## config.mk

```make
export PLATFORM = sky130hd
export DESIGN_NAME = buzzer_sequencer
export DESIGN_NICKNAME = d
export VERILOG_FILES = /design/src/rtl/buzzer_sequencer_pkg.sv /design/src/rtl/fila_notas.sv /design/src/rtl/buzzer_sequencer.sv
export SDC_FILE = /design/constraint.sdc
export NUM_CORES = 1
export LEC_CHECK = 0
export CORE_ASPECT_RATIO = 0.5
export CORE_MARGIN = 3
export CORE_UTILIZATION = 42
export DETAILED_ROUTE_END_ITERATION = 10
export PLACE_DENSITY_LB_ADDON = 0.3
export SKIP_LAST_GASP = 1
export SLEW_MARGIN = 30
export SYNTH_ARGS = -nofsm -noshare
export SYNTH_HDL_FRONTEND = slang
export SYNTH_SLANG_ARGS = --single-unit
```

## constraint.sdc

```tcl
create_clock -name clock -period 4.3 [get_ports clock]
set_input_delay 0.645 -clock clock [delete_from_list [all_inputs] [get_ports clock]]
set_output_delay 0.645 -clock clock [all_outputs]
set_load 0.005 [all_outputs]
```

## src/rtl/buzzer_sequencer_pkg.sv

```systemverilog
// Shared definitions for the buzzer sequencer: tone one-hot codes, FSM
// state encoding, counter/queue widths and parameter defaults.
// Optional feature macro: BUZZER_SEQ_GAP_EN adds the GAP state.
package buzzer_sequencer_pkg;

  localparam int UNIT_MS_DEFAULT = 100;
  localparam int GAP_MS_DEFAULT  = 50;

  localparam int CNT_W  = 10;
  localparam int NOTA_W = 4;
  localparam int DUR_W  = 3;
  localparam int ITEM_W = NOTA_W + DUR_W;

  localparam logic [NOTA_W-1:0] NOTA_125HZ = 4'b0001;
  localparam logic [NOTA_W-1:0] NOTA_250HZ = 4'b0010;
  localparam logic [NOTA_W-1:0] NOTA_333HZ = 4'b0100;
  localparam logic [NOTA_W-1:0] NOTA_500HZ = 4'b1000;

`ifdef BUZZER_SEQ_GAP_EN
  typedef enum logic [1:0] {
    ST_IDLE = 2'd0,
    ST_LOAD = 2'd1,
    ST_PLAY = 2'd2,
    ST_GAP  = 2'd3
  } state_t;
`else
  typedef enum logic [1:0] {
    ST_IDLE = 2'd0,
    ST_LOAD = 2'd1,
    ST_PLAY = 2'd2
  } state_t;
`endif

  function automatic logic nota_valida(input logic [NOTA_W-1:0] n);
    return n inside {NOTA_125HZ, NOTA_250HZ, NOTA_333HZ, NOTA_500HZ};
  endfunction

endpackage

```

## src/rtl/fila_notas.sv

```systemverilog
// Note request FIFO: WIDTH-bit entries, DEPTH (power of two) deep.
// Ports:
//   clock, reset      rising-edge clock, async active-high reset
//   push, din         write din when not full
//   pop, dout         drop head when not empty; dout is the current head
//   flush             empty the queue (wins over push/pop)
//   full, empty       occupancy flags
//   count             occupancy, 0..DEPTH
module fila_notas #(
  parameter int WIDTH = 7,
  parameter int DEPTH = 4,
  parameter int CW    = $clog2(DEPTH + 1)
) (
  input  logic             clock,
  input  logic             reset,
  input  logic             push,
  input  logic             pop,
  input  logic             flush,
  input  logic [WIDTH-1:0] din,
  output logic [WIDTH-1:0] dout,
  output logic             full,
  output logic             empty,
  output logic [CW-1:0]    count
);

  localparam int PW = $clog2(DEPTH);

  logic [WIDTH-1:0] mem [DEPTH];
  logic [PW-1:0]    wr_ptr;
  logic [PW-1:0]    rd_ptr;
  logic             do_push;
  logic             do_pop;

  assign full    = (count == CW'(DEPTH));
  assign empty   = (count == '0);
  assign do_push = push && !full;
  assign do_pop  = pop && !empty;
  assign dout    = mem[rd_ptr];

  always_ff @(posedge clock or posedge reset) begin
    if (reset) begin
      wr_ptr <= '0;
      rd_ptr <= '0;
      count  <= '0;
    end else if (flush) begin
      wr_ptr <= '0;
      rd_ptr <= '0;
      count  <= '0;
    end else begin
      if (do_push) wr_ptr <= wr_ptr + 1'b1;
      if (do_pop)  rd_ptr <= rd_ptr + 1'b1;
      case ({do_push, do_pop})
        2'b10:   count <= count + 1'b1;
        2'b01:   count <= count - 1'b1;
        default: count <= count;
      endcase
    end
  end

  // Storage needs no reset: entries are only read once count says they are valid.
  always_ff @(posedge clock) begin
    if (do_push && !flush) mem[wr_ptr] <= din;
  end

endmodule

```

## src/rtl/buzzer_sequencer.sv

```systemverilog
// Buzzer note sequencer: queues {nota, duracao} requests and plays them in
// FIFO order by driving the buzzer conta/seletor inputs.
// Optional feature macro: BUZZER_SEQ_GAP_EN inserts GAP_MS silent cycles
// between consecutive notes (GAP state + LOAD cycle); GAP_MS must be >= 2.
// Ports:
//   clock, reset     1 kHz clock, async active-high reset
//   req              enqueue request for {nota, duracao}
//   nota             one-hot tone select
//   duracao          note length in UNIT_MS units, 1..7
//   cancelar         flush queue and abort the current note
//   pronto           queue not full
//   nivel            queue occupancy
//   tocando          sequencer busy (not IDLE)
//   buzzer_conta     buzzer enable
//   buzzer_seletor   buzzer one-hot tone select
//   fim_nota         one-cycle pulse per completed note
//   erro             one-cycle pulse per malformed request
//
// state | meaning
// IDLE  | nothing playing, waiting for a queued note
// LOAD  | pop head, load tone and length counter
// PLAY  | buzzer on for duracao*UNIT_MS cycles
// GAP   | silent pause between notes (gap build only)
module buzzer_sequencer
  import buzzer_sequencer_pkg::*;
#(
  parameter int DEPTH   = 4,
  parameter int UNIT_MS = UNIT_MS_DEFAULT,
  parameter int GAP_MS  = GAP_MS_DEFAULT
) (
  input  logic              clock,
  input  logic              reset,
  input  logic              req,
  input  logic [NOTA_W-1:0] nota,
  input  logic [DUR_W-1:0]  duracao,
  input  logic              cancelar,
  output logic              pronto,
  output logic [2:0]        nivel,
  output logic              tocando,
  output logic              buzzer_conta,
  output logic [NOTA_W-1:0] buzzer_seletor,
  output logic              fim_nota,
  output logic              erro
);

  localparam int CW = $clog2(DEPTH + 1);

`ifdef BUZZER_SEQ_GAP_EN
  localparam bit GAP_OK = (GAP_MS >= 2) && (GAP_MS - 1 < (1 << CNT_W));
`else
  localparam bit GAP_OK = (GAP_MS >= 0);
`endif

  localparam bit PARAMS_OK = (DEPTH >= 2) && ((DEPTH & (DEPTH - 1)) == 0) &&
                             (DEPTH <= 7) && (UNIT_MS >= 1) &&
                             (7 * UNIT_MS < (1 << CNT_W)) && GAP_OK;

  if (!PARAMS_OK) begin : g_param_check
    $error("buzzer_sequencer: unsupported DEPTH/UNIT_MS/GAP_MS combination");
  end

  localparam logic [CNT_W-1:0] UNIT_C  = CNT_W'(UNIT_MS);
  localparam logic [CNT_W-1:0] CNT_ONE = CNT_W'(1);

  state_t              state;
  state_t              state_next;
  logic [CNT_W-1:0]    cnt;
  logic [CNT_W-1:0]    cnt_next;
  logic [NOTA_W-1:0]   nota_reg;
  logic [NOTA_W-1:0]   nota_next;
  logic                fim_next;
  logic                erro_next;
  logic                req_valida;
  logic                push;
  logic                pop;
  logic                fila_full;
  logic                fila_empty;
  logic [ITEM_W-1:0]   head;
  logic [CW-1:0]       fila_count;

  // A full queue silently drops any request, well-formed or not.
  assign req_valida = nota_valida(nota) && (duracao != '0);
  assign push       = req && !cancelar && !fila_full && req_valida;
  assign erro_next  = req && !cancelar && !fila_full && !req_valida;

  fila_notas #(
    .WIDTH (ITEM_W),
    .DEPTH (DEPTH),
    .CW    (CW)
  ) u_fila (
    .clock (clock),
    .reset (reset),
    .push  (push),
    .pop   (pop),
    .flush (cancelar),
    .din   ({nota, duracao}),
    .dout  (head),
    .full  (fila_full),
    .empty (fila_empty),
    .count (fila_count)
  );

  always_ff @(posedge clock or posedge reset) begin
    if (reset) begin
      state    <= ST_IDLE;
      cnt      <= '0;
      nota_reg <= '0;
      fim_nota <= 1'b0;
      erro     <= 1'b0;
    end else begin
      state    <= state_next;
      cnt      <= cnt_next;
      nota_reg <= nota_next;
      fim_nota <= fim_next;
      erro     <= erro_next;
    end
  end

  always_comb begin
    state_next = state;
    cnt_next   = cnt;
    nota_next  = nota_reg;
    pop        = 1'b0;
    fim_next   = 1'b0;
    if (cancelar) begin
      state_next = ST_IDLE;
      cnt_next   = '0;
      nota_next  = '0;
    end else begin
      case (state)
        ST_IDLE: begin
          if (!fila_empty) state_next = ST_LOAD;
        end
        ST_LOAD: begin
          pop        = 1'b1;
          nota_next  = head[ITEM_W-1:DUR_W];
          cnt_next   = CNT_W'(head[DUR_W-1:0]) * UNIT_C;
          state_next = ST_PLAY;
        end
        ST_PLAY: begin
          if (cnt <= CNT_ONE) begin
            fim_next = 1'b1;
`ifdef BUZZER_SEQ_GAP_EN
            // LOAD adds one more silent cycle, so GAP covers GAP_MS-1.
            state_next = ST_GAP;
            cnt_next   = CNT_W'(GAP_MS - 1);
`else
            state_next = fila_empty ? ST_IDLE : ST_LOAD;
            cnt_next   = '0;
`endif
          end else begin
            cnt_next = cnt - 1'b1;
          end
        end
`ifdef BUZZER_SEQ_GAP_EN
        ST_GAP: begin
          if (cnt <= CNT_ONE) begin
            state_next = fila_empty ? ST_IDLE : ST_LOAD;
            cnt_next   = '0;
          end else begin
            cnt_next = cnt - 1'b1;
          end
        end
`endif
        default: begin
          state_next = ST_IDLE;
          cnt_next   = '0;
        end
      endcase
    end
  end

  assign buzzer_conta   = (state == ST_PLAY);
  assign buzzer_seletor = buzzer_conta ? nota_reg : '0;
  assign tocando        = (state != ST_IDLE);
  assign pronto         = !fila_full;
  assign nivel          = 3'(fila_count);

endmodule

```

==> impl_results.md <==
- Status: complete, no violations
- GP Congestion: 0.819
- PnR Total Power: 1.45 mW
- Slowest library cell on the worst path: or4b_1
- Leak pwr: 1.28 nW
- P_int: 1.05 mW
- RSZ-0062 raised after global routing: no
- Critical Path Max Stage Delay: 580 ps
- Worst-skew pair later-pin latency: 290 ps
- Syn nets: 257
- TritonCTS clock tree: built
- Peak fanout along the critical path: 7
- H-tree levels: 2
- Post-DP Area: 0.00312 mm^2
- Critical Path RT: 4500 ps
- Post-Layout Inst Area: 0.00331 mm^2
- Clock slew at reported path FFs: 70 ps
- Mapped cell area: 0.00280 mm^2
- DP Cell Count: 335
- Crit path DAT: 3240 ps
- Syn Inst Count: 231
- Die width: 122 um
- Initial antenna violation count: 0
- CTS Buf Count: 5
- Cell Count, Final, Fillers Out: 343
- WP buf/inv: 1
- Max Cap Violations: 0
- 1st-iter DRT viols: 136
- Switching portion of total power: 0.274
- Crit path max-delay family: simple AND/OR/NAND/NOR gates
- DRC viols: 0
- Layout cells sized above 1: 0.106
- Fin crit share: 0.707
- Gate power share: 0.234
- Syn_area_per_cell: 12.1 um^2
- Grt ovf: 0
- Buffers on Ports: 22
- CTS Root Cell: clkbuf_16
- WS Path Type: input port to register
- Pre-CTS WS: 969 ps
- Vias in the first global route: 1882
- Detailed Routing Iterations Pass 1: 4
- Area growth syn-to-layout: 17.9%
- Routed Antenna Nets: 0
- Layout Skew: 7.39 ps
- Routed via count: 1907
- Yosys reg bits: 53
- CP startpoint kind: input port
- Min Hold Slack: 521 ps
- Die height: 63.8 um
- EDFF count, synth: 28
- Psw: 0.397 mW
- I/O Pins: 23
- Fin nets: 280
- Post-synthesis sequential area ratio: 0.523
- Power per cell area: 438 mW/mm^2
- Gates resized, CTS repair: 0
- Top FF cell, synth: edfxtp_1
- Setup ws final: 1260 ps
- Pin slew with the least headroom to its limit: 816 ps
- Max IR drop VDD: 156 uV
- Total Routing Usage GR: 0.160
- Max reg flops: 28
- Asr flop ratio synth: 0.472
- Final Util: 0.528
- Pin count of the biggest net entering global routing: 26
- Clock power share: 0.353
- Worst Hold Class: register to register
- Synth warn: 0
- FP Rows: 20
- First-pass GRT wire length: 9.65 mm
- Endpoint class of the critical path: register
- Final Slew Violations: 0
- Routed vias/inst: 5.56
- Worst-path cell chain: clkdlybuf4s50_1 > or4b_1 > o211a_2 > nor2_1 > nor3b_1 > fa_1 > nand2b_1 > or4_1 > o2111ai_1
- Post-CTS setup buffer count: 0
- Clk sink count: 53
- Max-slew headroom: 0.449
- F_max: 329 MHz
- Reg power frac: 0.414
- Hold Violations, Final: 0
- Setup TNS: 0 ps
- Die area: 0.00775 mm^2
- Final min period: 3040 ps
- Wire per inst: 16.6 um
- Count of final setup violators: 0
- Starting Density: 0.448
- Core Region: 0.00626 mm^2
- Clock tree buffer depth: 2
- # diodes: 0
- Detailed-placement wirelength estimate: 4.04 mm
- Post-Route WL: 5.70 mm
- Hold-fix buffers, CTS: 0
- Post-synthesis cell type count: 55
worst paths after layout:
kind / from / to / slack, ps / cells past startpoint
setup / recovery: nota[3] / u_fila.count[1]$_DFFE_PP0P_ / 1260 / 9
hold / removal: nota_reg[3]$_DFFE_PP0P_ / nota_reg[3]$_DFFE_PP0P_ / 520 / 2
setup reg to reg: state[1]$_DFFE_PP0P_ / u_fila.count[2]$_DFFE_PP0P_ / 1750 / 9
hold reg to reg: nota_reg[3]$_DFFE_PP0P_ / nota_reg[3]$_DFFE_PP0P_ / 520 / 2
max in group asynchronous: reset / nota_reg[1]$_DFFE_PP0P_ / 3190 / 2
min in group asynchronous: reset / cnt[3]$_DFFE_PP0P_ / 730 / 2
kinds of logic after synthesis:
logic type,Yosys count,share of synthesized area
and+or+nand+nor,74,0.157
adders and majority gates,15,0.0696
xor gates and xnor gates,5,0.0156
muxes,16,0.0888
DFF,53,0.523
buffers and inverters,23,0.0317
AOI/OAI and AO/OA,45,0.114
cell type report:
class	count	area, um^2
Fill cell	539	2950
Sequential cell	53	1470
Timing Repair Buffer	24	235
Inverter	15	56.3
Clock inverter	3	65.1
Tap cell	88	110
Clock buffer	5	125
Multi-Input combinational cell	155	1250
cell usage after synthesis (3+ instances only):
cell type / instances / area (um^2)
a21oi_1: 6 / 30.0
and2_1: 4 / 25.0
and3_1: 4 / 25.0
clkbuf_1: 4 / 15.0
dfrtp_1: 25 / 626
edfxtp_1: 28 / 841
ha_1: 14 / 175
inv_1: 15 / 56.3
mux2i_1: 8 / 80.1
mux4_2: 7 / 158
nand2_1: 12 / 45.0
nand3_1: 8 / 40.0
nor2_1: 16 / 60.1
nor3_1: 6 / 30.0
nor3b_1: 4 / 30.0
o211ai_1: 6 / 45.0
o21ai_0: 10 / 50.1
o31ai_1: 3 / 22.5
xnor2_1: 3 / 26.3
cells in the final DEF (no fill, tap or decap), drive strengths merged, types with 3 or more instances in the layout:
cell / count
o211ai: 6
mux2i: 8
a21oi: 6
and3: 4
or4b: 3
nor2: 16
ha: 14
clkbuf: 5
o31ai: 4
nor3b: 4
nand3: 8
and2: 4
o21ai: 10
mux4: 7
nor3: 6
xnor2: 3
nand2: 12
clkdlybuf4s50: 22
dfrtp: 25
inv: 15
nor4: 3
edfxtp: 28
worst min-delay path, stage by stage (launching register included):
cell	delay (ps)
dfrtp_1	340
mux2i_1	70
nor2_1	80
power groups by stage:
stage / Clock (mW) / Sequential (mW) / Combinational [mW]
after global routing: 0.538 / 0.605 / 0.380
after detailed placement: 0 / 0.610 / 0.337
after floorplan: 0 / 0.597 / 0.237
final: 0.510 / 0.599 / 0.338
after global placement: 0 / 0.608 / 0.331
after CTS: 0.515 / 0.599 / 0.339
metal layers:
metal	routed length, um	vias to the layer above	track usage
li1	-	919	-
met1	2660	956	0.217
met2	2790	28	0.267
met3	209	4	0.0309
met4	44	0	0.0405
met5	0	-	0
Power figures use the tool's default switching activity.
